## src/rtl/calc_pkg.sv

```systemverilog
// Shared encodings and the result-entry layout for the calculator port responder.
package calc_pkg;

   localparam int unsigned CALC_DATA_W = 32;
   localparam int unsigned CALC_CMD_W  = 4;
   localparam int unsigned CALC_TAG_W  = 2;

   typedef enum logic [CALC_CMD_W-1:0] {
      CMD_NOP = 4'd0,
      CMD_ADD = 4'd1,
      CMD_SUB = 4'd2,
      CMD_SHL = 4'd5,
      CMD_SHR = 4'd6
   } cmd_e;

   typedef enum logic [CALC_TAG_W-1:0] {
      RESP_NONE = 2'd0,
      RESP_OK   = 2'd1,
      RESP_ERR  = 2'd2
   } resp_e;

   typedef struct packed {
      resp_e                  resp;
      logic [CALC_DATA_W-1:0] data;
      logic [CALC_TAG_W-1:0]  tag;
   } result_t;

endpackage

```

## src/rtl/calc_result_fifo.sv

```systemverilog
// Synchronous result FIFO with occupancy counter; read data is the current head entry.
module calc_result_fifo #(
   parameter int unsigned DEPTH = 4,
   parameter int unsigned WIDTH = 8
) (
   input  logic             clk,
   input  logic             reset,
   input  logic             push,
   input  logic [WIDTH-1:0] push_data,
   input  logic             pop,
   output logic [WIDTH-1:0] pop_data,
   output logic             empty,
   output logic             full
);

   localparam int unsigned AW = (DEPTH > 1) ? $clog2(DEPTH) : 1;

   logic [WIDTH-1:0] mem [DEPTH];
   logic [AW-1:0]    wr_ptr;
   logic [AW-1:0]    rd_ptr;
   logic [AW:0]      count;
   logic             do_push;
   logic             do_pop;

   assign empty    = (count == '0);
   assign full     = (count == (AW+1)'(DEPTH));
   assign do_push  = push && !full;
   assign do_pop   = pop && !empty;
   assign pop_data = mem[rd_ptr];

   always_ff @(posedge clk) begin
      if (do_push) mem[wr_ptr] <= push_data;
   end

   always_ff @(posedge clk or negedge reset) begin
      if (!reset) begin
         wr_ptr <= '0;
         rd_ptr <= '0;
         count  <= '0;
      end else begin
         if (do_push) wr_ptr <= (wr_ptr == AW'(DEPTH-1)) ? '0 : wr_ptr + 1'b1;
         if (do_pop)  rd_ptr <= (rd_ptr == AW'(DEPTH-1)) ? '0 : rd_ptr + 1'b1;
         case ({do_push, do_pop})
            2'b10:   count <= count + 1'b1;
            2'b01:   count <= count - 1'b1;
            default: count <= count;
         endcase
      end
   end

endmodule

```

## src/rtl/calc_port_responder.sv

```systemverilog
// Two-cycle command port: command+operand1, then operand2; results return in order via a FIFO.
module calc_port_responder
   import calc_pkg::*;
#(
   parameter int unsigned DATA_WIDTH = CALC_DATA_W,
   parameter int unsigned CMD_WIDTH  = CALC_CMD_W,
   parameter int unsigned TAG_WIDTH  = CALC_TAG_W,
   parameter int unsigned FIFO_DEPTH = 2**TAG_WIDTH
) (
   input  logic                  clk,
   input  logic                  reset,
   input  logic [CMD_WIDTH-1:0]  cmd_in,
   input  logic [DATA_WIDTH-1:0] data_in,
   input  logic [TAG_WIDTH-1:0]  tag_in,
   output logic [TAG_WIDTH-1:0]  resp_out,
   output logic [DATA_WIDTH-1:0] data_out,
   output logic [TAG_WIDTH-1:0]  tag_out,
   output logic                  proto_err
);

   typedef enum logic {IDLE, OPND2} state_e;

   state_e                  state, state_nxt;
   logic                    accept, reject, compute;
   logic [CMD_WIDTH-1:0]    cmd_q;
   logic [DATA_WIDTH-1:0]   op1_q;
   logic [TAG_WIDTH-1:0]    tag_q;
   logic [FIFO_DEPTH-1:0]   busy, set_mask, clr_mask;
   logic [DATA_WIDTH:0]     sum;
   result_t                 alu_res, stage_q, fifo_rd;
   logic                    stage_vld, fifo_push, fifo_empty, fifo_full;

   always_ff @(posedge clk or negedge reset) begin
      if (!reset) state <= IDLE;
      else        state <= state_nxt;
   end

   always_comb begin
      state_nxt = state;
      case (state)
         IDLE:    if (accept) state_nxt = OPND2;
         OPND2:   state_nxt = IDLE;
         default: state_nxt = IDLE;
      endcase
   end

   always_comb begin
      accept  = 1'b0;
      reject  = 1'b0;
      compute = 1'b0;
      case (state)
         IDLE: if (cmd_in != '0) begin
            if (busy[tag_in]) reject = 1'b1;
            else              accept = 1'b1;
         end
         OPND2:   compute = 1'b1;
         default: ;
      endcase
   end

   always_comb begin
      sum          = {1'b0, op1_q} + {1'b0, data_in};
      alu_res.resp = RESP_ERR;
      alu_res.data = '0;
      alu_res.tag  = tag_q;
      case (cmd_q)
         CMD_ADD: if (!sum[DATA_WIDTH]) begin
            alu_res.resp = RESP_OK;
            alu_res.data = sum[DATA_WIDTH-1:0];
         end
         CMD_SUB: if (data_in <= op1_q) begin
            alu_res.resp = RESP_OK;
            alu_res.data = op1_q - data_in;
         end
         CMD_SHL: begin
            alu_res.resp = RESP_OK;
            alu_res.data = op1_q << data_in[4:0];
         end
         CMD_SHR: begin
            alu_res.resp = RESP_OK;
            alu_res.data = op1_q >> data_in[4:0];
         end
         default: ;
      endcase
   end

   // A tag is freed at the edge ending the cycle its response is driven.
   assign set_mask  = accept ? (FIFO_DEPTH'(1) << tag_in) : '0;
   assign clr_mask  = (resp_out != '0) ? (FIFO_DEPTH'(1) << tag_out) : '0;
   assign fifo_push = stage_vld && !fifo_full;

   // The staging register adds the extra cycle so an entry never skips the FIFO on its way out.
   always_ff @(posedge clk or negedge reset) begin
      if (!reset) begin
         cmd_q     <= '0;
         op1_q     <= '0;
         tag_q     <= '0;
         busy      <= '0;
         stage_vld <= 1'b0;
         stage_q   <= '0;
         proto_err <= 1'b0;
         resp_out  <= '0;
         data_out  <= '0;
         tag_out   <= '0;
      end else begin
         if (accept) begin
            cmd_q <= cmd_in;
            op1_q <= data_in;
            tag_q <= tag_in;
         end
         busy      <= (busy & ~clr_mask) | set_mask;
         stage_vld <= compute;
         if (compute) stage_q <= alu_res;
         proto_err <= reject;
         if (!fifo_empty) begin
            resp_out <= fifo_rd.resp;
            data_out <= fifo_rd.data;
            tag_out  <= fifo_rd.tag;
         end else begin
            resp_out <= '0;
            data_out <= '0;
            tag_out  <= '0;
         end
      end
   end

   calc_result_fifo #(
      .DEPTH (FIFO_DEPTH),
      .WIDTH ($bits(result_t))
   ) u_fifo (
      .clk       (clk),
      .reset     (reset),
      .push      (fifo_push),
      .push_data (stage_q),
      .pop       (!fifo_empty),
      .pop_data  (fifo_rd),
      .empty     (fifo_empty),
      .full      (fifo_full)
   );

endmodule

```

## config.mk

```make
export PLATFORM = sky130hd
export DESIGN_NAME = calc_port_responder
export DESIGN_NICKNAME = d
export VERILOG_FILES = /design/src/rtl/calc_pkg.sv /design/src/rtl/calc_result_fifo.sv /design/src/rtl/calc_port_responder.sv
export SDC_FILE = /design/constraint.sdc
export NUM_CORES = 1
export LEC_CHECK = 0
export ABC_AREA = 1
export CORE_UTILIZATION = 57
export DETAILED_ROUTE_END_ITERATION = 8
export PLACE_DENSITY = 0.78
export SLEW_MARGIN = 20
export SYNTH_ARGS = -nofsm -noshare
export SYNTH_HDL_FRONTEND = slang
export SYNTH_HIERARCHICAL = 1
export SYNTH_SLANG_ARGS = --single-unit
```

## constraint.sdc

```tcl
create_clock -name clk -period 2.9 [get_ports clk]
set_input_delay 0.58 -clock clk [delete_from_list [all_inputs] [get_ports clk]]
set_output_delay 0.58 -clock clk [all_outputs]
set_load 0.02 [all_outputs]
```

==> impl_metrics.toml <==
[outcome]
status = "completed"

[min_path]
holdCritPathClass = "primary input to flop"
min_path_cells = 3

[place]
dpl.hpwl_mm = 51.21
placedCellCount = 3491
pre_cts_ws_ns = -0.5066
port_buffers = 76
gp_congestion = 1.109

[timing]
tightest_slew_ns = 0.8030
hold_ws_ns = 0.4288
slew-limit-headroom_pct = 46.07
final-hold-violation-count = 0
drv_slew = 0
fin_skew_ns = 0.04067
period_share_pct = 95.31
rsz0062_at_grt = "false"
timing.fmax_mhz = 361.8
tns_ns = 0
setup_viol = 0
post-route-min-period_ns = 2.764
setup_slack_ns = 0.1361

[critical_path]
critPathBufInv = 2
cp_top_family = "simple AND/OR/NAND/NOR gates"
cp-end-kind = "flop"
crit_cells = 16
crit_required_ns = 3.44
slowest_delay_ns = 0.51
start_kind = "flop"
crit_slowest_cell = "dfrtp_1"
crit_fanout = 13
rr_worst_depth = 16
criticalPathCategory = "flop to flop"
crit_path_frequent_cell = "nand2_1"
worstPathArrival_ns = 3.31
cp_cell_sequence = "ha_1 -> inv_2 -> nand2_1 -> nand2_1 -> a21oi_1 -> nand2_1 -> nand2_1 -> nand2_1 -> nand2_1 -> nand2_1 -> nor2_4 -> buf_12 -> nand3_1 -> nand3_1 -> nand2_1 -> nand2_1"

[pwr]
pwr-share-comb_pct = 57.6
power_frac_seq_pct = 27.6
max-vdd-ir-drop_mv = 1.307
netSwitchingFraction_pct = 47.55
p_int_mw = 13.38
powerDensity_nw_per_um2 = 1091
p_switching_mw = 12.13
p_leak_nw = 12.19
clkPwrFrac_pct = 14.8

[synth]
yosysSeqAreaShare_pct = 38.68
yosysWarnings = 6
ys_ff_latch = 268
synth_top_cell_by_area = "edfxtp_1"
syn_avg_cell_area_um2 = 6.899
ys_types = 47
yosys-top-cells-area = "edfxtp_1 23%, nand2_1 19%, dfrtp_1 16%"
syn_inst = 2783
synth_fp_nets = 2897
netlist.area_leader.share_pct = 22.52
async_flop_share_pct = 46.27
synthesis.area_um2 = 19200
synth-edff-count = 144
synthFlopType = "edfxtp_1"

[clock_tree]
cts_sinks = 268
path_clk_slew_ns = 0.07
cts_tree = "done"
post_cts_buffers = 0
clock_latency_ns = 0.61
clock_tree.root_cell = "clkbuf_16"
clockBufferDepth = 3
cts_buffers = 29
h-tree-depth = 1

[drt]
drtPass1Iterations = 6
wl_per_cell_um = 19.35
ant_nets = 0
drt_iter0_markers = 2271
via_per_inst = 5.632
totalWireLength_mm = 68.62
drc = 0
vias = 19980

[global_route]
grt_overflow = 0
grt_pass1_wl_mm = 104.2
grt_max_degree = 92
grt.total_usage_pct = 40.05
antenna_found_initial = 2
grt_pass1_vias = 19050

[cells_and_area]
final_nets = 3195
layout_commonest_cell = "nand2_1"
syn2layout_area_growth_pct = 21.74
post-route-util_pct = 71.12
drive_above_1_share_pct = 13.47
final_cell_count_no_fill = 3547
final_cell_mix = "992 x nand2_1, 412 x inv_1, 303 x buf_4"

[job]
cap_violations = 0

[floorplanning]
initial_core_util_pct = 58.42
dieWidth_um = 185.5
coreArea_um2 = 32870
num_rows = 66
ios = 77
dieArea_um2 = 34420
die_height_um = 185.5
-- sequential cells by signal (all words and copies together), names as in the netlist --
signal,cells
data_out,32
resp_out,2
u_fifo/wr_ptr,2
tag_out,2
u_fifo/mem,144
cmd_q,4
u_fifo/count,3
op1_q,32
stage_vld,1
tag_q,2
busy,4
stage_q,36
state,1
proto_err,1
u_fifo/rd_ptr,2
-- power groups by stage --
stage	sequential [mW]	clock [mW]	combinational, mW
detailed placement	7.00	0	14.2
global placement	6.86	0	13.8
finish	7.05	3.76	14.7
floorplan	6.73	0	8.01
global route	7.14	3.92	16.0
CTS	6.97	3.78	14.4
-- worst paths after layout --
path / start / to / slack [ns]
max: op1_q[5]$_DFFE_PN0P_ / stage_q[23]$_DFFE_PN0P_ / 0.14
min: data_in[1] / op1_q[1]$_DFFE_PN0P_ / 0.43
max reg2reg: op1_q[5]$_DFFE_PN0P_ / stage_q[23]$_DFFE_PN0P_ / 0.14
min reg2reg: tag_q[1]$_DFFE_PN0P_ / tag_q[1]$_DFFE_PN0P_ / 0.49
max in group asynchronous: reset / op1_q[17]$_DFFE_PN0P_ / 1.67
min in group asynchronous: reset / stage_q[33]$_DFFE_PN0P_ / 0.55
-- kinds of logic (layout without fill, tap and decap cells) --
family / after synthesis / after routing / synth area share (%)
and+or+nand+nor: 1568 / 1568 / 33.78
xor gates and xnor gates: 22 / 22 / 1.004
other: 0 / 1 / 0
DFF: 268 / 268 / 38.68
AOI/OAI and AO/OA: 294 / 294 / 9.325
buffers and inverters: 552 / 873 / 12.01
muxes: 5 / 5 / 0.2607
adders and majority gates: 74 / 74 / 4.939
-- layer usage --
layer / vias up / track usage, % / wire (um)
met4: 0 / 18.69 / 3397
met5: - / 0 / 0
li1: 9440 / - / -
met1: 9255 / 51.94 / 27120
met3: 194 / 6.026 / 6337
met2: 1087 / 65.89 / 31760
-- per-stage QoR --
step	area, um2	total power [mW]
after floorplan	19200	14.74
after global placement	22390	20.67
after detailed placement	22390	21.20
after CTS	23360	25.13
after global routing	23370	27.07
final	23370	25.50
-- area by class of cell --
class	instances	area, um2
multi-input cells	1963	9513
repair buffers	394	3314
well taps	442	553.0
fillers	2563	9492
flip-flops and latches	268	7431
clock buffers	42	844.6
inverters	425	1599
clock inverters	12	117.6
diodes	1	2.502
-- worst min-delay path, cell delays in order --
cell      delay, ns
buf_2          0.16
clkinv_1       0.14
o21ai_0        0.10
-- what timing repair did --
item,in CTS,in global routing
endpoints found under the setup margin,0,5
hold endpoints to repair,42,0
resized for setup,0,5
hold buffers,1,0
-- Yosys cell counts (3+ instances only) --
cell      count
nor4_1        5
nand3_1     265
nor3_1       11
fa_1          3
o211ai_1     99
buf_6        14
xor2_1       20
a21boi_0      5
clkbuf_1     36
o21ai_0      95
nand4_1      29
inv_1       413
and3_1       10
a21oi_1      69
and2_1        6
nand3b_1      5
nor2_1      219
buf_4        20
nand2_2       5
edfxtp_1    144
inv_2         8
nand2_1     993
o21a_1        4
o21ai_1       4
clkinv_1      3
nor2_2        6
a21oi_2       5
mux2i_1       5
ha_1         71
buf_1        16
o21bai_1      8
buf_2        41
dfrtp_1     124
or2_2         4
Note: power is estimated with default switching activity, not from simulation.
